## config.mk

```make
export PLATFORM = sky130hd
export DESIGN_NAME = mmio_initiator
export DESIGN_NICKNAME = d
export VERILOG_FILES = /design/src/rtl/mmio_initiator.sv
export SDC_FILE = /design/constraint.sdc
export NUM_CORES = 1
export LEC_CHECK = 0
export CAP_MARGIN = 30
export CORE_MARGIN = 4
export CORE_UTILIZATION = 25
export DETAILED_ROUTE_END_ITERATION = 10
export PLACE_DENSITY = 0.63
export SYNTH_ARGS = -nofsm -noshare
export SYNTH_HDL_FRONTEND = slang
export SYNTH_SLANG_ARGS = --single-unit
```

## constraint.sdc

```tcl
create_clock -name sys_clk -period 2.5 [get_ports sys_clk]
set_clock_uncertainty 0.1 [all_clocks]
set_input_delay 0.375 -clock sys_clk [delete_from_list [all_inputs] [get_ports sys_clk]]
set_output_delay 0.375 -clock sys_clk [all_outputs]
set_load 0.1 [all_outputs]
```

## src/rtl/mmio_initiator.sv

```systemverilog
// -----------------------------------------------------------------------------
// mmio_initiator
//   CPU-side master for the MMIO bus. Accepts one load/store from the memory
//   stage, drives a read or write strobe with address/data held until the
//   device signals completion, then returns a one-cycle response carrying
//   read data or a bus error (timeout or misaligned address). The pipeline is
//   stalled (busy) from the cycle after acceptance until the response cycle.
//
// Ports
//   sys_clk, rst        clock (rising edge) and synchronous active-high reset
//   req_valid/_write    CPU request handshake, accepted when req_ready=1
//   req_addr/_wdata     byte address (word aligned) and store data
//   req_ready, busy     IDLE indicator and pipeline stall (WAIT or RESP)
//   resp_valid/_rdata   one-cycle response pulse and load data / ERR_RDATA
//   resp_err            response is a bus error
//   err_count           saturating error counter since reset
//   mmio_read/_write    bus strobes, never high together
//   mmio_addr/_write_data  latched request address and store data
//   mmio_done           device completion, only looked at in WAIT
//   mmio_read_data      device read data, valid with mmio_done
// -----------------------------------------------------------------------------
module mmio_initiator #(
  parameter int unsigned TIMEOUT_CYCLES = 255,
  parameter logic [31:0] ERR_RDATA      = 32'hDEAD_BEEF
) (
  input  logic        sys_clk,
  input  logic        rst,
  input  logic        req_valid,
  input  logic        req_write,
  input  logic [31:0] req_addr,
  input  logic [31:0] req_wdata,
  output logic        req_ready,
  output logic        busy,
  output logic        resp_valid,
  output logic [31:0] resp_rdata,
  output logic        resp_err,
  output logic [7:0]  err_count,
  output logic        mmio_read,
  output logic        mmio_write,
  output logic [31:0] mmio_addr,
  output logic [31:0] mmio_write_data,
  input  logic        mmio_done,
  input  logic [31:0] mmio_read_data
);

  localparam int unsigned   CW       = $clog2(TIMEOUT_CYCLES + 1);
  // Last WAIT cycle index before the access is declared timed out.
  localparam logic [CW-1:0] CNT_LAST = CW'(TIMEOUT_CYCLES - 1);

  typedef enum logic [1:0] {
    S_IDLE = 2'd0,
    S_WAIT = 2'd1,
    S_RESP = 2'd2
  } state_t;

  state_t        state_q, state_d;
  logic [CW-1:0] cnt_q, cnt_d;
  logic          rd_q, rd_d;
  logic          wr_q, wr_d;
  logic [31:0]   addr_q, addr_d;
  logic [31:0]   wdata_q, wdata_d;
  logic          rvalid_q, rvalid_d;
  logic          rerr_q, rerr_d;
  logic [31:0]   rdata_q, rdata_d;
  logic [7:0]    errcnt_q, errcnt_d;
  logic          err_evt;

  always_comb begin
    state_d  = state_q;
    cnt_d    = cnt_q;
    rd_d     = rd_q;
    wr_d     = wr_q;
    addr_d   = addr_q;
    wdata_d  = wdata_q;
    // Response fields are pulses: they clear unless set this cycle.
    rvalid_d = 1'b0;
    rerr_d   = 1'b0;
    rdata_d  = 32'h0;
    err_evt  = 1'b0;

    unique case (state_q)
      S_IDLE: begin
        if (req_valid) begin
          if (req_addr[1:0] == 2'b00) begin
            addr_d  = req_addr;
            wdata_d = req_wdata;
            wr_d    = req_write;
            rd_d    = ~req_write;
            cnt_d   = '0;
            state_d = S_WAIT;
          end else begin
            // Misaligned: no bus cycle at all, straight to an error response.
            rvalid_d = 1'b1;
            rerr_d   = 1'b1;
            rdata_d  = ERR_RDATA;
            err_evt  = 1'b1;
            state_d  = S_RESP;
          end
        end
      end

      S_WAIT: begin
        cnt_d = cnt_q + CW'(1);
        // Completion takes priority over a timeout landing in the same cycle.
        if (mmio_done) begin
          rd_d     = 1'b0;
          wr_d     = 1'b0;
          rvalid_d = 1'b1;
          rdata_d  = rd_q ? mmio_read_data : 32'h0;
          state_d  = S_RESP;
        end else if (cnt_q == CNT_LAST) begin
          rd_d     = 1'b0;
          wr_d     = 1'b0;
          rvalid_d = 1'b1;
          rerr_d   = 1'b1;
          rdata_d  = ERR_RDATA;
          err_evt  = 1'b1;
          state_d  = S_RESP;
        end
      end

      S_RESP: begin
        // Strobes are already low here, giving a one-cycle bus turnaround.
        state_d = S_IDLE;
      end

      default: begin
        rd_d    = 1'b0;
        wr_d    = 1'b0;
        state_d = S_IDLE;
      end
    endcase

    errcnt_d = (err_evt && (errcnt_q != 8'hFF)) ? errcnt_q + 8'd1 : errcnt_q;
  end

  always_ff @(posedge sys_clk) begin
    if (rst) begin
      state_q  <= S_IDLE;
      cnt_q    <= '0;
      rd_q     <= 1'b0;
      wr_q     <= 1'b0;
      addr_q   <= 32'h0;
      wdata_q  <= 32'h0;
      rvalid_q <= 1'b0;
      rerr_q   <= 1'b0;
      rdata_q  <= 32'h0;
      errcnt_q <= 8'h0;
    end else begin
      state_q  <= state_d;
      cnt_q    <= cnt_d;
      rd_q     <= rd_d;
      wr_q     <= wr_d;
      addr_q   <= addr_d;
      wdata_q  <= wdata_d;
      rvalid_q <= rvalid_d;
      rerr_q   <= rerr_d;
      rdata_q  <= rdata_d;
      errcnt_q <= errcnt_d;
    end
  end

  assign req_ready       = (state_q == S_IDLE);
  assign busy            = (state_q != S_IDLE);
  assign resp_valid      = rvalid_q;
  assign resp_err        = rerr_q;
  assign resp_rdata      = rdata_q;
  assign err_count       = errcnt_q;
  assign mmio_read       = rd_q;
  assign mmio_write      = wr_q;
  assign mmio_addr       = addr_q;
  assign mmio_write_data = wdata_q;

endmodule

```

==> run_results.csv, run 1 <==
group,metric,value,unit
run_status,status,"finished, final reports clean",
die,start_util,25.72,%
min_path,min_to,"state_q[0]",
pwr,internal_power,3643,uW
logic_synthesis,ys_types,31,
cts,postCtsHoldBufs,0,
die,dieHeight,136.3,um
finish,area_delta_synth_final,65.89,%
logic_synthesis,syn-num-nets,593,
pwr,seqPwrFrac,38.2,%
finish,fin_cells,932,
finish,nFillCells,1644,
cts,tritoncts,"built",
drt,drtIter0Drc,143,
logic_synthesis,synthXorXnorAreaFrac,1.915,%
setup_path,critPathKind,"flop to flop",
cts,cts_resized,0,
cts,h-tree-depth,4,
drt,routed_wirelength,12600,um
die,rows,46,
setup_path,cp-startpoint,"cnt_q[1]",
timing,setup_violations,0,
pwr,power.density,759.0,mW/mm^2
finish,fin_nets,807,
logic_synthesis,synth.avg_cell_area,8.416,um^2
global_route,antenna_found_initial,0,
finish,multiInputGateArea,0.001619,mm^2
placement,numPortBuffers,210,
die,die_x,136.3,um
global_route,gr-total-overflow,0,
setup_path,crit_path_start_kind,"flop",
placement,gp_congestion,0.7197,
timing,slew_headroom,47.31,%
pwr,power.leakage,0.002773,uW
global_route,grt_first_pass_wirelength,19330,um
timing,hold_violations,0,
die,die_area,0.01858,mm^2
setup_path,worstPathArrival,2.40,ns
timing,tightest_slew,0.7843,ns
cts,post_cts_buffers,0,
pwr,peakVddDrop,0.0004030,V
placement,hpwlAfterDp,9107,um
setup_path,r2r_end,"err_count[4]",
min_path,min_path_cells,2,
die,io_pins,211,
finish,regArea,0.002362,mm^2
drt,vias_per_cell,4.231,
timing,tns,0,ns
die,core,0.01600,mm^2
logic_synthesis,yosys_register_bits,118,
global_route,grt_pass1_vias,3829,
logic_synthesis,synth_compound_area_share,14.20,%
placement,preCtsSetupSlack,0.1330,ns
pwr,power_switching,1539,uW
logic_synthesis,yosys.area_share.simple,21.50,%
logic_synthesis,syn_area,0.004115,mm^2
global_route,grtUsageTotal,13.33,%
logic_synthesis,synth_adder_area_share,0.9121,%
cts,clkTransAtPathRegs,0.05,ns
logic_synthesis,seq_area_frac_synth,57.40,%
timing,timing.fmax,461.6,MHz
pwr,p_clk_share,43.9,%
drt,wire_per_inst,13.52,um
logic_synthesis,synth_top_family_by_area,"simple AND/OR/NAND/NOR gates",
finish,antenna_cells,0,
timing,period_needed,2.167,ns
drt,drtAntennaViolNets,0,
timing,fin_crit_sh,86.66,%
timing,slew_viol_final,0,
logic_synthesis,synth_mux_area_share,0.4865,%
pwr,p_sw_share,29.70,%
pwr,power.share.combinational,17.9,%
cts,clk_latency,0.41,ns
timing,rsz0062_at_grt,"no",
setup_path,r2r-start,"cnt_q[1]",
setup_path,setup.worst_path.end_class,"flop",
finish,drive_gt1_share,23.46,%
cts,cts_sinks,118,
run,maxCapViolCount,0,
global_route,grt_max_degree,32,
cts,cts_root_buf,"clkbuf_16",
cts,clockBufferDepth,2,
setup_path,critPathMaxFanout,6,
placement,dp.cells,900,
min_path,hold_path_class,"primary input to flop",
drt,drc,0,
drt,vias,3943,
setup_path,required,2.73,ns
logic_synthesis,syn_inst,489,
setup_path,r2r_slack,0.33,ns
min_path,hp-start,"rst",
setup_path,reg2regPathDepth,6,
cts,cts-buffers-inserted,17,
logic_synthesis,yosysWarnings,0,
drt,dr.pass1.iters,4,
timing,setup_ws,0.3334,ns
==> worst max-delay path: stages (launching register included) <==
cell	delay, ns
dfxtp_1	0.40
ha_1	0.17
nand3_1	0.10
or4_1	0.61
a21o_4	0.29
or3_1	0.30
a21oi_1	0.13
==> power by group through the flow <==
stage / combinational [uW] / clock (uW) / sequential [uW]
floorplan: 162 / 0 / 2460
global placement: 936 / 0 / 2020
detailed placement: 935 / 0 / 2020
CTS: 937 / 2360 / 1980
global route: 974 / 2450 / 1980
finish: 927 / 2280 / 1980
==> metrics by stage <==
stage / utilization (%) / instance area [um^2] / total power, uW / hold slack (ns)
after floorplan: - / 4123 / 2622 / 0.3584
after global placement: 39.15 / 6265 / 2951 / 0.3428
after detailed placement: 39.15 / 6265 / 2952 / 0.3474
after CTS: 42.67 / 6827 / 5273 / 0.3535
after global routing: 42.67 / 6827 / 5404 / 0.3692
final: 42.67 / 6827 / 5182 / 0.3473
==> cell usage after synthesis <==
cell type	number	area share, %
nand2_1	153	14
dfxtp_1	118	57
a21oi_1	92	11
clkbuf_1	31	2.8
nor2_1	19	1.7
and2_1	12	1.8
inv_1	7	0.64
nand4_1	6	0.91
o21ai_0	6	0.73
xor2_1	6	1.3
nand3_1	5	0.61
and3_1	3	0.46
ha_1	3	0.91
nand2b_1	3	0.46
or3_1	3	0.46
xnor2_1	3	0.64
a211oi_1	2	0.36
a32o_1	2	0.49
mux2i_1	2	0.49
nor3_1	2	0.24
a211o_1	1	0.21
a211o_2	1	0.24
a21o_4	1	0.36
a21oi_2	1	0.21
and3_2	1	0.18
buf_2	1	0.12
nand3b_2	1	0.27
o21bai_1	1	0.18
o22a_1	1	0.21
or3b_2	1	0.21
or4_1	1	0.18
==> per-layer routing <==
metal	track usage [%]	share of wire (%)	routed length [um]
met5	0	0	0
met4	4.367	0.96	121
met3	7.106	11	1342
met2	21.68	47	5968
met1	14.98	41	5167
==> logic make-up (layout without fill, tap and decap cells) <==
logic type | count (synthesis) | in the layout
AO/OA/AOI/OAI | 108 | 108
XOR/XNOR | 9 | 9
adder cells (fa/ha/maj) | 3 | 3
buffers and inverters | 39 | 266
flip-flops | 118 | 118
multiplexers | 2 | 2
AND/OR/NAND/NOR | 210 | 210
==> placed cells by master (no fill, tap or decap), types with 2 or more instances in the layout <==
cell type,synthesis,routed
nand2_1,153,153
clkdlybuf4s50_1,0,99
a211oi_1,2,2
clkinv_4,0,4
a21oi_1,92,92
and3_1,3,2
clkinvlp_4,0,2
mux2i_1,2,2
nand3_1,5,4
or3_1,3,3
nand4_1,6,6
o21ai_0,6,6
a32o_1,2,2
xor2_1,6,6
nand2b_1,3,3
buf_12,0,3
nor3_1,2,2
and2_1,12,12
and3_2,1,2
clkbuf_16,0,17
inv_1,7,7
xnor2_1,3,3
nor2_1,19,18
ha_1,3,3
buf_4,0,124
dfxtp_1,118,118
clkbuf_8,0,2
clkinv_2,0,5
==> worst max path at each step <==
stage	to	cells past startpoint	slack [ns]
6_report	err_count[4]	6	0.33
5_1_grt	err_count[4]	6	0.20
4_1_cts	err_count[5]	6	0.32
3_5_place_dp	err_count[5]	5	0.13
3_3_place_gp	err_count[4]	5	0.14
2_1_floorplan	err_count[1]	6	0.29
==> registers in the layout (all words and copies together) (netlist names) <==
name,flops
state_q,2
err_count,8
mmio_addr,32
resp_valid,1
mmio_write_data,32
resp_err,1
mmio_write,1
cnt_q,8
resp_rdata,32
mmio_read,1
==> cell type report <==
type	instances	area share, %
Multi-Input combinational cell	332	23.72
Clock inverter	12	1.540
Inverter	7	0.3849
Timing Repair Buffer	227	29.11
Tap cell	216	3.959
Sequential cell	118	34.60
Clock buffer	20	6.690
Note: power is estimated with default switching activity, not from simulation.
==> inputs of run 2 (changes only) <==
--- a/config.mk
+++ b/config.mk
@@ -7,3 +7,3 @@
 export LEC_CHECK = 0
-export CAP_MARGIN = 30
+export CAP_MARGIN = 20
 export CORE_MARGIN = 4
--- a/constraint.sdc
+++ b/constraint.sdc
@@ -4,2 +4,2 @@
 set_output_delay 0.375 -clock sys_clk [all_outputs]
-set_load 0.1 [all_outputs]
+set_load 0.01 [all_outputs]
==> run 2 against run 1 <==
Sequential share of layout area is 1.4 points lower; count of clock-buffer cells in the layout is 3 higher; first-iteration DRC count is 16% lower; global-route usage is 0.068 points lower; wire length is 0.56% higher; core utilization is 1.9 points higher; setup slack worse by 0.12 ns; largest power group unchanged.
==> run_results.csv, run 2 (synthesis results as in run 1) <==
group,metric,value,unit
global_route,grt_pass1_vias,3912,
drt,vias,3977,
drt,drtIter0Drc,120,
setup_path,required,2.03,ns
timing,rsz0062_at_grt,"no",
timing,slew_headroom,66.99,%
setup_path,critPathKind,"flop to primary output",
timing,setup_violations,0,
cts,cts_sinks,118,
die,core,0.01600,mm^2
pwr,power.density,699.2,mW/mm^2
drt,routed_wirelength,12670,um
timing,setup_ws,0.2121,ns
finish,nFillCells,1600,
cts,clk_latency,0.40,ns
cts,clkTransAtPathRegs,0.05,ns
cts,cts_resized,0,
timing,period_needed,2.288,ns
die,die_area,0.01858,mm^2
pwr,peakVddDrop,0.0004125,V
placement,gp_congestion,0.7377,
placement,hpwlAfterDp,9112,um
pwr,power,4981,uW
cts,clockBufferDepth,2,
die,die_x,136.3,um
timing,fin_crit_sh,91.52,%
setup_path,worstPathArrival,1.81,ns
drt,dr.pass1.iters,4,
global_route,grtUsageTotal,13.26,%
cts,cts-buffers-inserted,17,
min_path,hold_path_class,"primary input to flop",
setup_path,setup.worst_path.end_class,"primary output",
setup_path,critPathMaxFanout,5,
drt,wire_per_inst,13.61,um
finish,drive_gt1_share,7.692,%
cts,tritoncts,"built",
global_route,antenna_found_initial,0,
min_path,min_path_cells,2,
finish,fin_nets,806,
setup_path,crit_path_start_kind,"flop",
die,io_pins,211,
global_route,grt_busiest_layer,"met2",
cts,post_cts_buffers,0,
setup_path,r2r_slack,0.32,ns
timing,holdWs,0.2658,ns
timing,tns,0,ns
global_route,gr-total-overflow,0,
finish,layout_common_cells,"209 x clkdlybuf4s50_1, 153 x nand2_1, 118 x dfxtp_1",
pwr,power.leakage,0.002578,uW
die,rows,46,
placement,numPortBuffers,210,
global_route,use_met2,20.97,%
drt,drtAntennaViolNets,0,
finish,antenna_cells,0,
placement,preCtsSetupSlack,0.1213,ns
finish,mostFrequentLayoutCell,"clkdlybuf4s50_1",
drt,vias_per_cell,4.272,
timing,slew_viol_final,0,
cts,cts_root_buf,"clkbuf_16",
finish,area_delta_synth_final,73.09,%
timing,timing.fmax,437.1,MHz
global_route,globalRouteMet1Util,14.83,%
timing,hold_violations,0,
drt,drc,0,
global_route,grt_use_met3,6.958,%
timing,tightest_slew,0.4933,ns
die,dieHeight,136.3,um
cts,h-tree-depth,4,
die,start_util,25.72,%
run_status,status,"finished, final reports clean",
run,maxCapViolCount,0,
setup_path,reg2regPathDepth,7,
global_route,grt_max_degree,44,
global_route,grt_first_pass_wirelength,19260,um
cts,postCtsHoldBufs,0,
## run 2: cell types whose count changed in the layout (fill, tap and decap cells not counted), sizes merged
cell,previous run,this run
clkinvlp,2,1
clkbuf,20,23
bufinv,1,3
clkinv,9,5
buf,128,17
clkdlybuf4s50,99,209
## run 2: power breakdown
group          switching (uW)  internal (uW)
sequential               28.6           1950
combinational             206            301
clock                     834           1660
## run 2: layout make-up
cell class	count	area, um^2	area share, %
clock inverters	9	122.6	1.721
well taps	216	270.3	3.794
clock buffers	23	488.0	6.851
flip-flops and latches	118	2362	33.16
inverters	7	26.28	0.3689
multi-input cells	332	1612	22.62
repair buffers	226	2242	31.48
## run 2: routing by layer
| metal | share of wire (%) | vias up |
|---|---|---|
| met3 | 11 | 18 |
| met4 | 1.9 | 0 |
| met1 | 42 | 1779 |
| met2 | 45 | 154 |
| li1 | - | 2026 |
| met5 | 0 | - |
## run 2: worst paths after layout
path                 startpoint            end
hold reg to reg   mmio_addr[21]  mmio_addr[21]
setup / recovery     state_q[1]      req_ready
setup reg to reg       cnt_q[0]   err_count[5]
hold / removal              rst   err_count[7]
## run 2: per-stage QoR
stage / instance area, um^2 / utilization, % / instances
6_report: 7123 / 44.52 / 931
2_1_floorplan: 4115 / - / 489
4_1_cts: 7123 / 44.52 / 931
5_1_grt: 7123 / 44.52 / 931
3_3_place_gp: 6513 / 40.70 / 899
3_5_place_dp: 6513 / 40.70 / 899
## run 2: worst max-delay path: stages, from the launching register on
cell             delay (ns)
dfxtp_1                0.34
nor2_1                 0.42
clkdlybuf4s50_1        0.65
